[config.mk]
export PLATFORM = sky130hd
export DESIGN_NAME = mem_refill_ctrl
export DESIGN_NICKNAME = d
export VERILOG_FILES = /design/src/rtl/mem_refill_ctrl.sv
export SDC_FILE = /design/constraint.sdc
export NUM_CORES = 1
export LEC_CHECK = 0
export ABC_AREA = 1
export BUFFER_PORTS_ARGS = -buffer_cell sky130_fd_sc_hd__buf_2
export CAP_MARGIN = 15
export CORE_UTILIZATION = 49
export CTS_CLUSTER_DIAMETER = 40
export DETAILED_ROUTE_END_ITERATION = 7
export MAX_ROUTING_LAYER = met4
export PLACE_DENSITY_LB_ADDON = 0.05
export SLEW_MARGIN = 20
export SYNTH_ARGS = -nofsm -noshare
export SYNTH_HDL_FRONTEND = slang
export SYNTH_SLANG_ARGS = --single-unit
[constraint.sdc]
create_clock -name clk -period 1.9 [get_ports clk]
set_clock_uncertainty 0.2 [all_clocks]
set_input_delay 0.19 -clock clk [delete_from_list [all_inputs] [get_ports clk]]
set_output_delay 0.19 -clock clk [all_outputs]
set_load 0.005 [all_outputs]
[src/rtl/mem_refill_ctrl.sv]
// Miss handler: writes back a dirty victim line, then fills the missing line over a valid/ready bus.
// Latency: 3 cycles from the miss edge to the response pulse (BEATS=1, clean), plus BEATS cycles for a write-back.
// Backpressure: commands hold valid/addr/we/wdata stable until ready; read beats cannot be stalled.
module mem_refill_ctrl #(
    parameter int LINE_W = 32,
    parameter int BUS_W  = 32,
    parameter int ADDR_W = 32,
    parameter int OFFS_W = 6
) (
    input  logic              clk,
    input  logic              rst,
    input  logic              cache_miss,
    input  logic [ADDR_W-1:0] miss_addr,
    input  logic              evict,
    input  logic [ADDR_W-1:0] evict_addr,
    input  logic [LINE_W-1:0] evict_data,
    output logic [LINE_W-1:0] o_memory_line,
    output logic              o_memory_response,
    output logic              busy,
    output logic              mem_req_valid,
    input  logic              mem_req_ready,
    output logic              mem_req_we,
    output logic [ADDR_W-1:0] mem_req_addr,
    output logic [BUS_W-1:0]  mem_req_wdata,
    input  logic              mem_rsp_valid,
    input  logic [BUS_W-1:0]  mem_rsp_data
);

    localparam int BEATS  = LINE_W / BUS_W;
    localparam int STRIDE = BUS_W / 8;
    localparam int KW     = (BEATS > 1) ? $clog2(BEATS) : 1;
    localparam logic [KW-1:0]     LAST_BEAT = KW'(BEATS - 1);
    localparam logic [ADDR_W-1:0] LINE_MASK = {{(ADDR_W-OFFS_W){1'b1}}, {OFFS_W{1'b0}}};

    typedef enum logic [2:0] {
        IDLE,
        WB,
        FILL_REQ,
        FILL_DATA,
        RESP,
        HOLD
    } state_t;

    state_t            state;
    logic [KW-1:0]     beat;
    logic [ADDR_W-1:0] miss_base;
    logic [ADDR_W-1:0] evict_base;
    logic [LINE_W-1:0] evict_line;

    // Next write-back beat: address and data slice one step past the current beat.
    logic [KW-1:0]     beat_nxt;
    logic [ADDR_W-1:0] wb_addr_nxt;
    logic [LINE_W-1:0] wb_shift;
    logic [BUS_W-1:0]  wb_data_nxt;

    assign beat_nxt    = beat + KW'(1);
    assign wb_addr_nxt = evict_base + ADDR_W'(beat_nxt) * ADDR_W'(STRIDE);
    assign wb_shift    = evict_line >> (BUS_W * int'(beat_nxt));
    assign wb_data_nxt = wb_shift[BUS_W-1:0];

    // Busy is a pure decode of the registered state.
    assign busy = (state != IDLE);

    // Refill FSM; command outputs are registered and loaded one cycle ahead of their use.
    always_ff @(posedge clk or negedge rst) begin
        if (!rst) begin
            state             <= IDLE;
            beat              <= '0;
            miss_base         <= '0;
            evict_base        <= '0;
            evict_line        <= '0;
            o_memory_line     <= '0;
            o_memory_response <= 1'b0;
            mem_req_valid     <= 1'b0;
            mem_req_we        <= 1'b0;
            mem_req_addr      <= '0;
            mem_req_wdata     <= '0;
        end else begin
            case (state)
                IDLE: begin
                    if (cache_miss) begin
                        miss_base     <= miss_addr & LINE_MASK;
                        evict_base    <= evict_addr & LINE_MASK;
                        evict_line    <= evict_data;
                        beat          <= '0;
                        mem_req_valid <= 1'b1;
                        if (evict) begin
                            state         <= WB;
                            mem_req_we    <= 1'b1;
                            mem_req_addr  <= evict_addr & LINE_MASK;
                            mem_req_wdata <= evict_data[BUS_W-1:0];
                        end else begin
                            state         <= FILL_REQ;
                            mem_req_we    <= 1'b0;
                            mem_req_addr  <= miss_addr & LINE_MASK;
                            mem_req_wdata <= '0;
                        end
                    end
                end
                WB: begin
                    if (mem_req_ready) begin
                        if (beat == LAST_BEAT) begin
                            // Chain straight into the line read with no valid bubble.
                            state         <= FILL_REQ;
                            mem_req_we    <= 1'b0;
                            mem_req_addr  <= miss_base;
                            mem_req_wdata <= '0;
                        end else begin
                            beat          <= beat_nxt;
                            mem_req_addr  <= wb_addr_nxt;
                            mem_req_wdata <= wb_data_nxt;
                        end
                    end
                end
                FILL_REQ: begin
                    if (mem_req_ready) begin
                        state         <= FILL_DATA;
                        beat          <= '0;
                        mem_req_valid <= 1'b0;
                        mem_req_we    <= 1'b0;
                        mem_req_addr  <= '0;
                        mem_req_wdata <= '0;
                    end
                end
                FILL_DATA: begin
                    if (mem_rsp_valid) begin
                        o_memory_line[int'(beat)*BUS_W +: BUS_W] <= mem_rsp_data;
                        if (beat == LAST_BEAT) begin
                            state             <= RESP;
                            o_memory_response <= 1'b1;
                        end else begin
                            beat <= beat_nxt;
                        end
                    end
                end
                RESP: begin
                    o_memory_response <= 1'b0;
                    state             <= HOLD;
                end
                HOLD: begin
                    // sa_cache still shows the old miss here; let it install the line first.
                    state <= IDLE;
                end
                default: begin
                    state <= IDLE;
                end
            endcase
        end
    end

endmodule

**Yosys cells after proc, flatten, opt, wreduce, memory -nomap -nowiden**

Index checks and enable logic that the tools add are counted.

- Add/sub/neg operators: 3
- Multipliers: 0
- Divide/modulo/power cells: 0
- Order comparisons: 0
- Eq/ne operators: 10
- Shift-type cells: 3
- Muxes and demuxes: 36
- Bitwise gates (word level): 0
- Reductions and logical operators: 14

Operators with widths:

| cell | number |
|---|---|
| $mux W32 | 9 |
| $pmux W32 S3 | 2 |
| $neg A6 Y33 | 1 |
| $shift A32 B33 Y32 const A | 1 |
| $shiftx A32 B33 Y32 | 1 |
| $add A32 B3 Y32 | 1 |
| $bwmux W32 | 1 |
| $shr A32 B6 Y32 | 1 |
| $mux W3 | 6 |
| $pmux W3 S5 | 1 |
| $mux W1 | 12 |
| $ne A2 B2 Y1 const B | 6 |
| $reduce_and A5 Y1 | 2 |
| $eq A3 B2 Y1 const B | 2 |
| $reduce_and A3 Y1 | 2 |
| $reduce_and A6 Y1 | 1 |
| $reduce_bool A3 Y1 | 2 |
| $pmux W1 S2 | 2 |
| $pmux W1 S4 | 1 |
| $reduce_and A2 Y1 | 2 |
| $reduce_and A4 Y1 | 1 |
| $reduce_bool A2 Y1 | 2 |
| $reduce_bool A4 Y1 | 1 |
| $eq A3 B1 Y1 const B | 1 |
| other kinds (5) | 5 |

- Register bits after elaboration: 187
- Bits in latches: 0
- Memory bits (writable): 0
- ROM bits: 0
- Word-level logic and storage cells: 77
- Memories kept: 0

**Depth between registers and ports, before layout**

Gate-level depths: netlist of run 1.

- Depth in word-level cells: 5
- Depth in mapped cells: 9

**Worst setup path before layout of run 1**

No wires, ideal clock.

- Path type: reg2reg
- Start: reg state[0]
- End: reg mem_req_wdata[21]
- Setup time: 116 ps
- Data arrival time: 1281 ps
- Required time: 1584 ps
- Path slack: 302 ps
- Stages on the path, launching flop included: 8
- Clock period less this slack: 1598 ps
- Cell sequence: dfrtp_1 buf_2 a21oi_2 o211ai_2 buf_4 buf_4 nand2_1 nand2_1

- Word-level cells in the longest chain between the ends: 3
- Elaborated cells between the ends (all ways): 9

RTL lines:

| what | line | text |
|---|---|---|
| start, declared | 44 | `state_t state;` |
| start signal, assigned | 67 | `state <= IDLE;` |
| start signal, assigned | 88 | `state <= WB;` |
| start signal, assigned | 93 | `state <= FILL_REQ;` |
| $eq A3 B1 Y1 (tied with other cells) | 79 | `case (state)` |
| $ne A2 B2 Y1 (no line) / $reduce_bool A3 Y1 (equally long branches) | - |  |
| $reduce_and A4 Y1 (no line) | - |  |
| end signal, assigned | 91 | `mem_req_wdata <= evict_data[BUS_W-1:0];` |
| end signal, assigned | 111 | `mem_req_wdata <= wb_data_nxt;` |
| end, declared | 24 | `output logic [BUS_W-1:0] mem_req_wdata,` |

Parallel ways exist; a longest one is shown, timed or not.
A chain may end at the register's enable or synchronous reset.

**Worst setup path in the final report of run 1**

- Start: reg state[1]
- End: reg mem_req_addr[22]

- Word-level cells in the longest chain between the ends: 3
- Elaborated cells between the ends (all ways): 9

RTL lines:

| what | line | text |
|---|---|---|
| $eq A3 B1 Y1 (tied with other cells) | 79 |  |
| $ne A2 B2 Y1 (no line) / $reduce_bool A3 Y1 (equally long branches) | - |  |
| $reduce_and A4 Y1 (no line) | - |  |
| end signal, assigned | 90 | `mem_req_addr <= evict_addr & LINE_MASK;` |
| end signal, assigned | 95 | `mem_req_addr <= miss_addr & LINE_MASK;` |
| end signal, assigned | 106 | `mem_req_addr <= miss_base;` |
| end, declared | 23 | `output logic [ADDR_W-1:0] mem_req_addr,` |

Parallel ways exist; a longest one is shown, timed or not.

==> results.toml, run 1 <==
[floorplan]
die_width_microns = 111
dieArea_sq_um = 12200
die_y_microns = 111
placement_rows = 39
initial_core_utilization = 0.503
coreArea_sq_um = 11500
floorplan.io_pins = 234

[critical_path]
setup.worst_path.end_class = "flop"
r2r_cells = 7
critical_path.startpoint = "state[1]$_DFFE_PN0P_"
data_arrival_at_the_endpoint_of_the_critical_path_ns = 1.85
worstReg2RegStart = "state[1]$_DFFE_PN0P_"
cp.required_ns = 1.98
r2r_slack_ns = 0.14
capturing_point_of_the_worst_reg2reg_path = "mem_req_addr[22]$_DFFE_PN0P_"
timing.setup.critical_path_class = "flop to flop"
start_kind = "flop"
timing.critical_path.fanout_max = 25

[global_route]
grt_remaining_overflow = 0
first_global_vias = 6256
pin_count_of_the_biggest_net_entering_global_routing = 87
antenna_found_initial = 0
grt_use_total = 0.310
grt_pass1_wl_mm = 29.5

[cells_and_area]
final_net_count = 1208
proportion_of_layout_cells_with_a_drive_suffix_above_1 = 0.260
multi_input_area_sq_um = 2330
layout.filler_cells = 812
layout.area.seq_sq_um = 3050
most_common_library_cell_in_the_layout_ignoring_fill_and_taps = "nand2_1"
flow.area_growth_from_synthesis_pct = 51.1
top_library_cells_by_usage_in_the_layout_fill_and_taps_aside = "nand2_1 (384), buf_2 (214), dfrtp_1 (122), dlygate4sd3_1 (105), nand3_1 (61)"
insertedDiodeCount = 0

[place]
routability_congestion = 0.857
dp_slack_ns = 0.164
dp.final_hpwl_mm = 9.86
buffer_ports.inserted = 215

[clock_network]
root_cell_of_the_clock_tree = "clkbuf_16"
htreeDepth = 4
cts_tree = "done"
worstSkewPairLatency_ns = 0.40
cts_made_buffers = 17
clock_path_buffers = 2
cts_setup_buffers = 0
clk_transition_reported_paths_ns = 0.05
cts.sinks = 122

[yosys]
postSynthAreaPerCell_sq_um = 7.54
synth-async-reset-ratio = 1.00
ys_ff_latch = 122
synth_flop_cell = "dfrtp_1"
yosysSeqAreaShare = 0.529
synth_cells = 765
synth-warning-count = 0
synth.distinct_cells = 21
cell_area_synth_sq_um = 5770
synth_enable_flop_cells = 0

[timing]
grt_setup_unrepaired = "no"
timing.fmax_mhz = 567
final-setup-viol-count = 0
hold_violations = 0
fin_ws_ns = 0.136
maxSlewViolCount = 0
final.min_clock_period_ns = 1.76
worst_slew_pin_slew_ns = 0.650
min_period_over_period = 0.929
worst_slew_margin_rel = 0.565
totalNegativeSetupSlack_ns = 0

[min_path]
hold_path_class = "input pin to flop"
min_to = "mem_req_addr[23]$_DFFE_PN0P_"
hold_path.startpoint = "evict_addr[23]"
worstHoldPathCells = 7

[power]
peak_supply_drop_mv = 1.03
cellPowerDensity_nw_per_um2 = 1530
power.static_leakage_uw = 0.00496

[detailed_routing]
met1_length_mm = 7.14
routedWlPerCell_microns = 13.9
met2WireLength_mm = 8.60
viasPerCell = 4.95
ant_nets = 0
wirelength_mm = 17.2
drtIter0Drc = 493
firstDrtPassIters = 5
route.top_layer_used = "met4"
wl_met3_mm = 1.08
remaining_drc_errors = 0
num_vias = 6090

[run_status]
run_status = "finished clean"

[run]
maxCapViolCount = 0
flip-flops by register name, indices dropped and copies added, names as in the netlist:
name,flops
mem_req_wdata,32
o_memory_line,32
mem_req_addr,26
miss_base,26
state,3
mem_req_valid,1
mem_req_we,1
o_memory_response,1
cells in the mapped netlist (2+ instances only):
master | count | area (sq um)
nand2_1 | 384 | 1440
dfrtp_1 | 122 | 3050
nand3_1 | 61 | 305
o21ai_0 | 54 | 270
nor2_1 | 35 | 131
inv_1 | 33 | 124
buf_2 | 26 | 130
clkbuf_1 | 15 | 56.3
nand2_2 | 12 | 75.1
buf_4 | 8 | 60.1
buf_6 | 3 | 33.8
nor2_2 | 2 | 12.5
nor2_4 | 2 | 22.5
metrics by stage:
| stage | area (sq um) | utilization | hold slack [ns] | std cells | total power, uW |
|---|---|---|---|---|---|
| 5_1_grt | 8720 | 0.760 | 0.0339 | 1230 | 14400 |
| 3_3_place_gp | 7010 | 0.611 | -0.128 | 1093 | 9440 |
| 4_1_cts | 8720 | 0.760 | 0.000317 | 1230 | 13400 |
| 3_5_place_dp | 7010 | 0.611 | -0.124 | 1093 | 9620 |
| 2_1_floorplan | 5790 | - | -0.306 | 770 | 7600 |
| 6_report | 8720 | 0.760 | 0.0235 | 1230 | 13400 |
report_power, final:
| part | switching, uW | internal (uW) |
|---|---|---|
| logic | 3330 | 2150 |
| clock network | 1090 | 2440 |
| registers | 625 | 3710 |
| total | 5050 | 8300 |
cells by family (layout without fill, tap and decap cells):
| group | Yosys count | after routing | synth area share |
|---|---|---|---|
| AO/OA/AOI/OAI | 57 | 57 | 0.0516 |
| other | 1 | 6 | 0.000650 |
| buffers and inverters | 87 | 404 | 0.0713 |
| flip-flops | 122 | 122 | 0.529 |
| AND/OR/NAND/NOR | 498 | 498 | 0.347 |
how the worst max path moves through the flow:
stage,endpoint,slack (ns),cells after the start
2_1_floorplan,mem_req_wdata[21]$_DFFE_PN0P_,0.30,7
3_3_place_gp,mem_req_addr[30]$_DFFE_PN0P_,0.20,7
3_5_place_dp,mem_req_addr[28]$_DFFE_PN0P_,0.16,7
4_1_cts,busy,0.14,3
5_1_grt,miss_base[13]$_DFFE_PN0P_,0.02,6
6_report,mem_req_addr[22]$_DFFE_PN0P_,0.14,7
worst max-delay path, stage by stage, from the launching register on:
cell     delay, ns
dfrtp_1       0.47
nor2_4        0.23
nand3_2       0.17
nand2_2       0.12
nor2_4        0.05
buf_4         0.23
nand2_1       0.10
nand2_1       0.06
final cells by class:
class	instances	share of cell area
inverters	34	0.0146
flip-flops and latches	122	0.350
clock inverters	6	0.0149
well taps	143	0.0205
clock buffers	26	0.0607
repair buffers	338	0.271
multi-input cells	561	0.268
per-layer routing:
metal | GRT usage | vias up
li1 | - | 2972
met1 | 0.373 | 2822
met2 | 0.502 | 263
met3 | 0.0812 | 33
met4 | 0.112 | 0
met5 | - | -
timing repair:
item / in CTS / in global routing
hold buffers: 105 / 0
endpoints found under the hold margin: 223 / 0
gates resized for setup: 0 / 0
No activity file was read; power rests on OpenSTA's default activity.
==> run 2: changes to the inputs <==
PLACE_DENSITY = 0.83   (was unset)
PLACE_DENSITY_LB_ADDON = unset   (was 0.05)
==> results.toml, run 2 (synthesis gave the netlist of run 1 again) <==
[global_route]
grt_remaining_overflow = 0
grt_pass1_wl_mm = 29.9
grt_use_total = 0.317
first_global_vias = 6183
antenna_found_initial = 1
pin_count_of_the_biggest_net_entering_global_routing = 87

[critical_path]
setup.worst_path.end_class = "flop"
start_kind = "flop"
r2r_cells = 6
cp.required_ns = 1.99
crit_path_max_incr_delay_ns = 0.47
data_arrival_at_the_endpoint_of_the_critical_path_ns = 1.88
critical_path.cell_chain = "nor2_4 > nand2_1 > nor2_1 > inv_1 > buf_12 > o21ai_0"
timing.setup.critical_path_class = "flop to flop"
timing.critical_path.fanout_max = 52
cpMaxStageDelayCell = "dfrtp_1"

[cells_and_area]
flow.area_growth_from_synthesis_pct = 49.7
final_core_util = 0.754
top_library_cells_by_usage_in_the_layout_fill_and_taps_aside = "nand2_1 (384), buf_2 (214), dfrtp_1 (122), dlygate4sd3_1 (96), nand3_1 (61)"
most_common_library_cell_in_the_layout_ignoring_fill_and_taps = "nand2_1"
final_net_count = 1197
proportion_of_layout_cells_with_a_drive_suffix_above_1 = 0.260
final_cell_area_sq_um = 8640
layout.filler_cells = 795
finish.cell_count_without_fillers = 1219
reg_top3 = "mem_req_wdata: 32 flops, o_memory_line: 32 flops"

[detailed_routing]
wirelength_mm = 18.2
routedWlPerCell_microns = 15.0
num_vias = 6211
firstDrtPassIters = 6
drtIter0Drc = 568
viasPerCell = 5.10
remaining_drc_errors = 0
ant_nets = 0

[timing]
hold_violations = 0
final-setup-viol-count = 0
maxSlewViolCount = 0
min_period_over_period = 0.944
timing.fmax_mhz = 558
grt_setup_unrepaired = "no"
final.min_clock_period_ns = 1.79
totalNegativeSetupSlack_ns = 0

[floorplan]
die_y_microns = 111
coreArea_sq_um = 11500
initial_core_utilization = 0.503
die_width_microns = 111
floorplan.io_pins = 234
placement_rows = 39
dieArea_sq_um = 12200

[power]
power.static_leakage_uw = 0.00492
power_total_uw = 13500
cellPowerDensity_nw_per_um2 = 1560
peak_supply_drop_mv = 0.886

[clock_network]
clock_path_buffers = 2
cts_setup_buffers = 0
cts_tree = "done"
cts_made_buffers = 17
htreeDepth = 4
cts.sinks = 122
worstSkewPairLatency_ns = 0.40
clk_transition_reported_paths_ns = 0.05
root_cell_of_the_clock_tree = "clkbuf_16"

[place]
dp.final_hpwl_mm = 10.0
dpl.cell_count = 1091
routability_congestion = 0.818
buffer_ports.inserted = 215
detailed_place.area_sq_um = 7030

[run_status]
run_status = "finished clean"

[run]
maxCapViolCount = 0

[min_path]
worstHoldPathCells = 7
hold_path_class = "input pin to flop"
## run 2: changes by cell type in the layout (fill, tap and decap cells not counted), sizes merged
cell	previous run	this run
clkinvlp	0	1
dlygate4sd3	105	96
clkbuf	26	25
diode	0	1
buf	233	231
clkinv	2	1
## run 2: cell type report
| type | instances | area (sq um) | share of cell area |
|---|---|---|---|
| well taps | 143 | 179 | 0.0207 |
| multi-input cells | 561 | 2330 | 0.270 |
| clock buffers | 25 | 515 | 0.0597 |
| flip-flops and latches | 122 | 3050 | 0.353 |
| diodes | 1 | 2.50 | 0.000290 |
| clock inverters | 6 | 133 | 0.0153 |
| inverters | 34 | 128 | 0.0148 |
| repair buffers | 327 | 2300 | 0.266 |
## run 2: critical path: cells and delay by family, from the launching register on
kind            cells  cell delay [ns]
compound gates      1             0.27
buf+inv             2             0.27
flops               1             0.47
simple gates        3             0.46
## run 2: what timing repair did
action                    4_1_cts  5_1_grt
gates resized for setup         0        0
hold endpoints to repair      217        0
hold buffers                   96        0
## run 2: path summary, 6_finish.rpt
path | endpoint | slack [ns] | start
max | miss_base[15]$_DFFE_PN0P_ | 0.11 | state[1]$_DFFE_PN0P_
min | mem_req_addr[22]$_DFFE_PN0P_ | 0.01 | evict_addr[22]
max reg2reg | miss_base[15]$_DFFE_PN0P_ | 0.11 | state[1]$_DFFE_PN0P_
min reg2reg | o_memory_line[28]$_DFFE_PN0P_ | 0.27 | o_memory_line[28]$_DFFE_PN0P_
max in group asynchronous | mem_req_wdata[30]$_DFFE_PN0P_ | 0.87 | rst
min in group asynchronous | mem_req_addr[26]$_DFFE_PN0P_ | 0.08 | rst
## run 2: per-stage QoR
step / hold slack (ns) / worst slack [ns]
2_1_floorplan: -0.306 / 0.302
3_3_place_gp: -0.0306 / 0.203
3_5_place_dp: -0.0291 / 0.156
4_1_cts: 0.00346 / 0.114
5_1_grt: 0.0494 / 0.0207
6_report: 0.0142 / 0.107
## run 2: where the power goes
part	switching, uW	internal [uW]	leakage [uW]
Combinational	3470	2170	0.00305
Sequential	626	3710	0.00155
Clock	1110	2400	0.000316
Total	5210	8280	0.00492
## run 2: metal layers
layer,vias up,wire length (microns),share of wire,GRT usage
met5,-,0,0,-
met4,0,873,0.048,0.170
met3,86,1360,0.075,0.0670
met2,357,8960,0.49,0.513
met1,2822,7050,0.39,0.371
li1,2946,-,-,-
